File: src/rtl/hazard_ctrl_pkg.sv
// Shared definitions for the pipeline hazard controller: state encodings,
// default memory timeout and the load-use hazard predicate.
package hazard_ctrl_pkg;

  typedef enum logic [1:0] {
    StRun     = 2'd0,
    StMemWait = 2'd1,
    StError   = 2'd2
  } hazState_e;

  localparam int unsigned DefaultTimeout = 64;

  // Register 0 never carries a real dependency, so a load into it is ignored.
  function automatic logic loadUse(input logic       exMemRead,
                                   input logic [4:0] exRt,
                                   input logic [4:0] idRs,
                                   input logic [4:0] idRt,
                                   input logic       idUsesRt);
    return exMemRead && (exRt != 5'd0) &&
           ((exRt == idRs) || (idUsesRt && (exRt == idRt)));
  endfunction

endpackage

File: src/rtl/sat_counter.sv
// Event counter with enable, asynchronous active-low clear and saturation at all-ones.
module sat_counter #(
  parameter int unsigned W = 16
) (
  input  logic         clk,
  input  logic         rst,
  input  logic         en,
  output logic [W-1:0] count
);

  always_ff @(posedge clk or negedge rst) begin
    if (!rst) begin
      count <= '0;
    end else if (en && (count != '1)) begin
      count <= count + W'(1);
    end
  end

endmodule

File: src/rtl/hazard_ctrl.sv
// Pipeline hazard controller: load-use stalls, branch flushes, memory-wait freeze
// with a sticky timeout error, plus saturating stall/flush event counters.
module hazard_ctrl
  import hazard_ctrl_pkg::*;
#(
  parameter int unsigned TIMEOUT = DefaultTimeout,
  parameter int unsigned CNT_W   = 16
) (
  input  logic             clk,
  input  logic             rst,
  input  logic [4:0]       IdRs,
  input  logic [4:0]       IdRt,
  input  logic             IdUsesRt,
  input  logic             ExMemRead,
  input  logic [4:0]       ExRt,
  input  logic             BranchTaken,
  input  logic             MemReq,
  input  logic             MemReady,
  output logic             PcLoad,
  output logic             IfIdLoad,
  output logic             IfIdFlush,
  output logic             IdExFlush,
  output logic             Freeze,
  output logic             Halted,
  output logic [CNT_W-1:0] StallCount,
  output logic [CNT_W-1:0] FlushCount
);

  localparam int unsigned WaitW = $clog2(TIMEOUT + 1);

  hazState_e        stateQ, stateD;
  logic [WaitW-1:0] waitQ, waitD;

  logic hazard;
  logic pcLoad, ifIdLoad, ifIdFlush, idExFlush, freeze, halted;
  logic stallEn, flushEn;

  assign hazard = loadUse(ExMemRead, ExRt, IdRs, IdRt, IdUsesRt);

  always_comb begin
    stateD    = stateQ;
    waitD     = waitQ;
    pcLoad    = 1'b0;
    ifIdLoad  = 1'b0;
    ifIdFlush = 1'b0;
    idExFlush = 1'b0;
    freeze    = 1'b0;
    halted    = 1'b0;
    unique case (stateQ)
      StRun: begin
        if (MemReq && !MemReady) begin
          freeze = 1'b1;
          stateD = StMemWait;
          waitD  = WaitW'(1);
        end else if (hazard) begin
          // Branch operands are stale here; the branch re-resolves next cycle.
          idExFlush = 1'b1;
        end else if (BranchTaken) begin
          pcLoad    = 1'b1;
          ifIdLoad  = 1'b1;
          ifIdFlush = 1'b1;
        end else begin
          pcLoad   = 1'b1;
          ifIdLoad = 1'b1;
        end
      end
      StMemWait: begin
        freeze = 1'b1;
        if (MemReady) begin
          stateD = StRun;
          waitD  = '0;
        end else if (waitQ == WaitW'(TIMEOUT)) begin
          stateD = StError;
        end else begin
          waitD = waitQ + WaitW'(1);
        end
      end
      StError: begin
        freeze = 1'b1;
        halted = 1'b1;
      end
      default: begin
        stateD = StRun;
        waitD  = '0;
      end
    endcase
  end

  always_ff @(posedge clk or negedge rst) begin
    if (!rst) begin
      stateQ <= StRun;
      waitQ  <= '0;
    end else begin
      stateQ <= stateD;
      waitQ  <= waitD;
    end
  end

  // Gate with reset so the controls fall to their idle values as soon as rst drops.
  assign PcLoad    = rst & pcLoad;
  assign IfIdLoad  = rst & ifIdLoad;
  assign IfIdFlush = rst & ifIdFlush;
  assign IdExFlush = rst & idExFlush;
  assign Freeze    = rst & freeze;
  assign Halted    = rst & halted;

  // ifIdFlush is only ever raised by a taken branch in RUN.
  assign stallEn = (stateQ != StError) && !pcLoad;
  assign flushEn = (stateQ == StRun) && ifIdFlush;

  sat_counter #(
    .W(CNT_W)
  ) uStallCnt (
    .clk  (clk),
    .rst  (rst),
    .en   (stallEn),
    .count(StallCount)
  );

  sat_counter #(
    .W(CNT_W)
  ) uFlushCnt (
    .clk  (clk),
    .rst  (rst),
    .en   (flushEn),
    .count(FlushCount)
  );

endmodule
File: config.mk
export PLATFORM = sky130hd
export DESIGN_NAME = hazard_ctrl
export DESIGN_NICKNAME = d
export VERILOG_FILES = /design/src/rtl/hazard_ctrl_pkg.sv /design/src/rtl/sat_counter.sv /design/src/rtl/hazard_ctrl.sv
export SDC_FILE = /design/constraint.sdc
export NUM_CORES = 1
export LEC_CHECK = 0
export CORE_UTILIZATION = 47
export CTS_CLUSTER_DIAMETER = 60
export DETAILED_ROUTE_END_ITERATION = 6
export GPL_ROUTABILITY_DRIVEN = 0
export GPL_TIMING_DRIVEN = 1
export HOLD_SLACK_MARGIN = 0.1
export PLACE_DENSITY = 0.89
export RECOVER_POWER = 50
export SLEW_MARGIN = 20
export SYNTH_ARGS = -nofsm -noshare
export SYNTH_HDL_FRONTEND = slang
export SYNTH_SLANG_ARGS = --single-unit
File: constraint.sdc
create_clock -name clk -period 6.6 [get_ports clk]
set_input_delay 1.65 -clock clk [delete_from_list [all_inputs] [get_ports clk]]
set_output_delay 1.65 -clock clk [all_outputs]
set_load 0.005 [all_outputs]
==> key figures <==
Synthesis
  • Synth Area in Simple Gates: 0.210
  • Most used DFF post-synth: dfrtp_1
  • Synth top area cells: dfrtp_1 (46%), xor2_1 (12%), xnor2_1 (5.4%)
  • Netlist cell types: 39
  • Compound-Gate Fraction of Synth Area: 0.0794
  • Top cells by instance count after synthesis: dfrtp_1 (41), xor2_1 (30), nor2_1 (19)
  • Flops & latches, synth: 41
  • EDFF count, synth: 0
  • FFs w/ async S/R, synth: 1.00
  • XOR/XNOR share of the synthesized area: 0.171
  • Mapped cell area: 2250 µm²
  • Cell taking the most area after synthesis: dfrtp_1
  • Most numerous cell in the Yosys netlist: dfrtp_1
  • Syn nets: about 260
  • Sequential share of the synthesized area: 0.455
  • Average size of a mapped cell: 9.98 µm²
  • Mux cell area share after synthesis: 0.00999
  • Post-synth top area share: 0.455
  • Synthesis Warnings: 0
  • Cells after Synth: between 200 and 250
  • Main combinational cell family by area after synthesis: simple AND/OR/NAND/NOR gates
  • Post-synthesis adder-cell area fraction: 0.0444

Outcome
  • Failing checks: DRC, capacitance limit, slew limit
  • Outcome: complete, but fails checks

Finish
  • Area Growth Syn to Fin: 33.2%
  • Final Cell Area: around 3000 µm²
  • N_diodes: 0
  • Final net count: between 300 and 400
  • Non-Filler Instances: approximately 340
  • Fraction of layout cells with a size suffix above 1: 0.0515

Global route
  • Tot GR Track Use: 0.209
  • Grt total ovfl: 0
  • Number of global-route vias before repair: roughly 1900
  • Largest net degree at the start of global routing: 43
  • First-pass GRT wire length: 8170 µm
  • Initial antenna violation count: 0

Die
  • Full die area: 5080 µm²
  • Core area: approximately 4500 µm²
  • Site row count: 24
  • Die Height: between 70 and 80 µm
  • Die width: 71.3 µm
  • Initial core utilization: 0.504
  • Boundary pin count: 60

Worst setup path
  • Crit path DAT: 4160 ps
  • Top delay family on crit path: buffers and inverters
  • Slowest CP cell: clkbuf_1
  • Worst setup EP type: output port
  • Setup CP Type: in2out
  • Required time of the critical path: 4950 ps
  • CP Launch Type: input port
  • Crit path cell chain: buf_2 > clkbuf_1 > and2_1 > clkdlybuf4s50_1
  • WP buf/inv: 3
  • Crit path largest cell delay: 1580 ps
  • Worst-path fanout max: 42

Power and ir drop
  • Sw frac: 0.323
  • PwrDens: around 280 nW/µm²
  • Clock power frac: 0.235
  • Switching power: 268 µW
  • P_int: between 500 and 600 µW
  • Reg power frac: 0.427
  • Total power: approximately 830 µW
  • Combinational power share: 0.339
  • Leakage: 1.35 nW
  • Max VDD drop: 0.110 mV

Place
  • Detailed Place HPWL: 3550 µm
  • Port buffer count: 59
  • DP Area: 2900 µm²
  • Dpl ws: 901 ps
  • Post-placement cell count: 336

Clock tree
  • Max H-tree Level: 2
  • CTS root buffer: clkbuf_8
  • Max clock buf depth: 2
  • Post-CTS Setup Inserts: 0
  • CTS clock-pin slew for the worst setup and hold paths: roughly 70 ps
  • CTS tree: built
  • Post-CTS Resized: 0
  • Sink Count: 41
  • Clk_lat worst skew: 290 ps
  • CTS buffer count: 5
  • Cts hold-fix bufs: 0

Timing
  • Fmax: 0.172 GHz
  • Worst slew margin relative to its limit: -0.487
  • RSZ-0062 raised after global routing: false
  • TNS Setup: 0 ps
  • Final Skew: between 2 and 2.5 ps
  • Final Hold Violating Endpoints: 0
  • Final setup viols: 0
  • Setup WS post-layout: 786 ps
  • Crit share post-route: 0.881
  • Worst-margin pin slew: about 2200 ps
  • Period minus WS final: slightly below 6000 ps
  • Pins Over Slew Limit: 43

Routing
  • Via Count: between 1500 and 2000
  • Drt first-iter violations: 122
  • Vias per inst: around 5.5
  • DRC viols: 5
  • DRT antenna net count: 0
  • Drt wl/cell: 13.9 µm
  • First-pass DRT Iterations: 7
  • WL final: 4770 µm

Hold path
  • HP Class: reg2reg

Flow run
  • Max-cap check violation count: 1
==> metal layers <==
layer	share of wire	global-route usage	wire length, µm	up-vias
met4	0.020	0.100	95	0
met5	0	0	0	-
met1	0.44	0.254	2080	884
met3	0.045	0.0422	216	6
met2	0.50	0.357	2380	73
li1	-	-	-	912
==> placed cells by master, fill, tap and decap left out, types with 2 or more instances in the layout <==
| cell type | Yosys | layout |
|---|---|---|
| a211oi_1 | 2 | 2 |
| a21boi_0 | 2 | 2 |
| a21o_1 | 2 | 2 |
| a21oi_1 | 6 | 6 |
| a31o_2 | 2 | 2 |
| and3_1 | 6 | 6 |
| clkbuf_8 | 0 | 5 |
| clkdlybuf4s50_1 | 0 | 42 |
| dfrtp_1 | 41 | 41 |
| dlygate4sd3_1 | 0 | 16 |
| ha_1 | 8 | 8 |
| inv_1 | 14 | 14 |
| mux2_2 | 2 | 2 |
| nand2_1 | 14 | 14 |
| nand2b_1 | 3 | 3 |
| nand3_1 | 11 | 11 |
| nand4_1 | 5 | 5 |
| nor2_1 | 19 | 19 |
| nor3_1 | 12 | 12 |
| nor3b_1 | 4 | 4 |
| nor4_1 | 4 | 4 |
| nor4b_1 | 2 | 2 |
| o21ai_0 | 3 | 3 |
| or3_1 | 2 | 2 |
| or4_1 | 2 | 2 |
| xnor2_1 | 14 | 14 |
| xor2_1 | 30 | 30 |
==> layout make-up <==
| cell class | instances | area [µm²] |
|---|---|---|
| inverter | 14 | 52.6 |
| sequential | 41 | 1030 |
| clock inverter | 2 | 35.0 |
| clock buffer | 5 | 68.8 |
| timing repair buffer | 61 | 597 |
| multi-input combinational | 168 | 1160 |
| fill | 357 | 1470 |
| tap | 52 | 65.1 |
==> metrics by stage <==
step / hold slack [ps] / utilization
2_1_floorplan: 477 / -
6_report: 487 / 0.671
4_1_cts: 496 / 0.672
3_3_place_gp: 476 / 0.649
5_1_grt: 503 / 0.671
3_5_place_dp: 482 / 0.649
==> power by group through the flow <==
stage,registers (mW),logic [mW],clock network [mW]
finish,0.354,0.281,0.195
global route,0.364,0.316,0.209
CTS,0.356,0.291,0.199
detailed placement,0.361,0.288,0
global placement,0.358,0.277,0
floorplan,0.354,0.148,0
==> final timing paths <==
check | startpoint | end | slack, ps | cells after the start
max reg2reg | uStallCnt.count[0] | uStallCnt.count[1] | 4100 | 7
max | rst | Halted | 790 | 4
max in group asynchronous | rst | uFlushCnt.count[7] | 3210 | 2
min in group asynchronous | rst | uStallCnt.count[0] | 2120 | 2
min | uFlushCnt.count[13] | uFlushCnt.count[13] | 490 | 1
min reg2reg | uFlushCnt.count[13] | uFlushCnt.count[13] | 490 | 1
==> flip-flops by register name, summed over array words and instances (netlist names) <==
name / flops
waitQ: 7
stateQ: 2
uStallCnt.count: 16
uFlushCnt.count: 16
==> cells by family (layout without fill, tap and decap cells) <==
| kind of cell | Yosys count | after routing |
|---|---|---|
| buffers and inverters | 17 | 82 |
| xor gates and xnor gates | 44 | 44 |
| muxes | 2 | 2 |
| AOI/OAI and AO/OA | 24 | 24 |
| and+or+nand+nor | 90 | 90 |
| adders and majority gates | 8 | 8 |
| DFF | 41 | 41 |
Note: power is estimated with default switching activity, not from simulation.
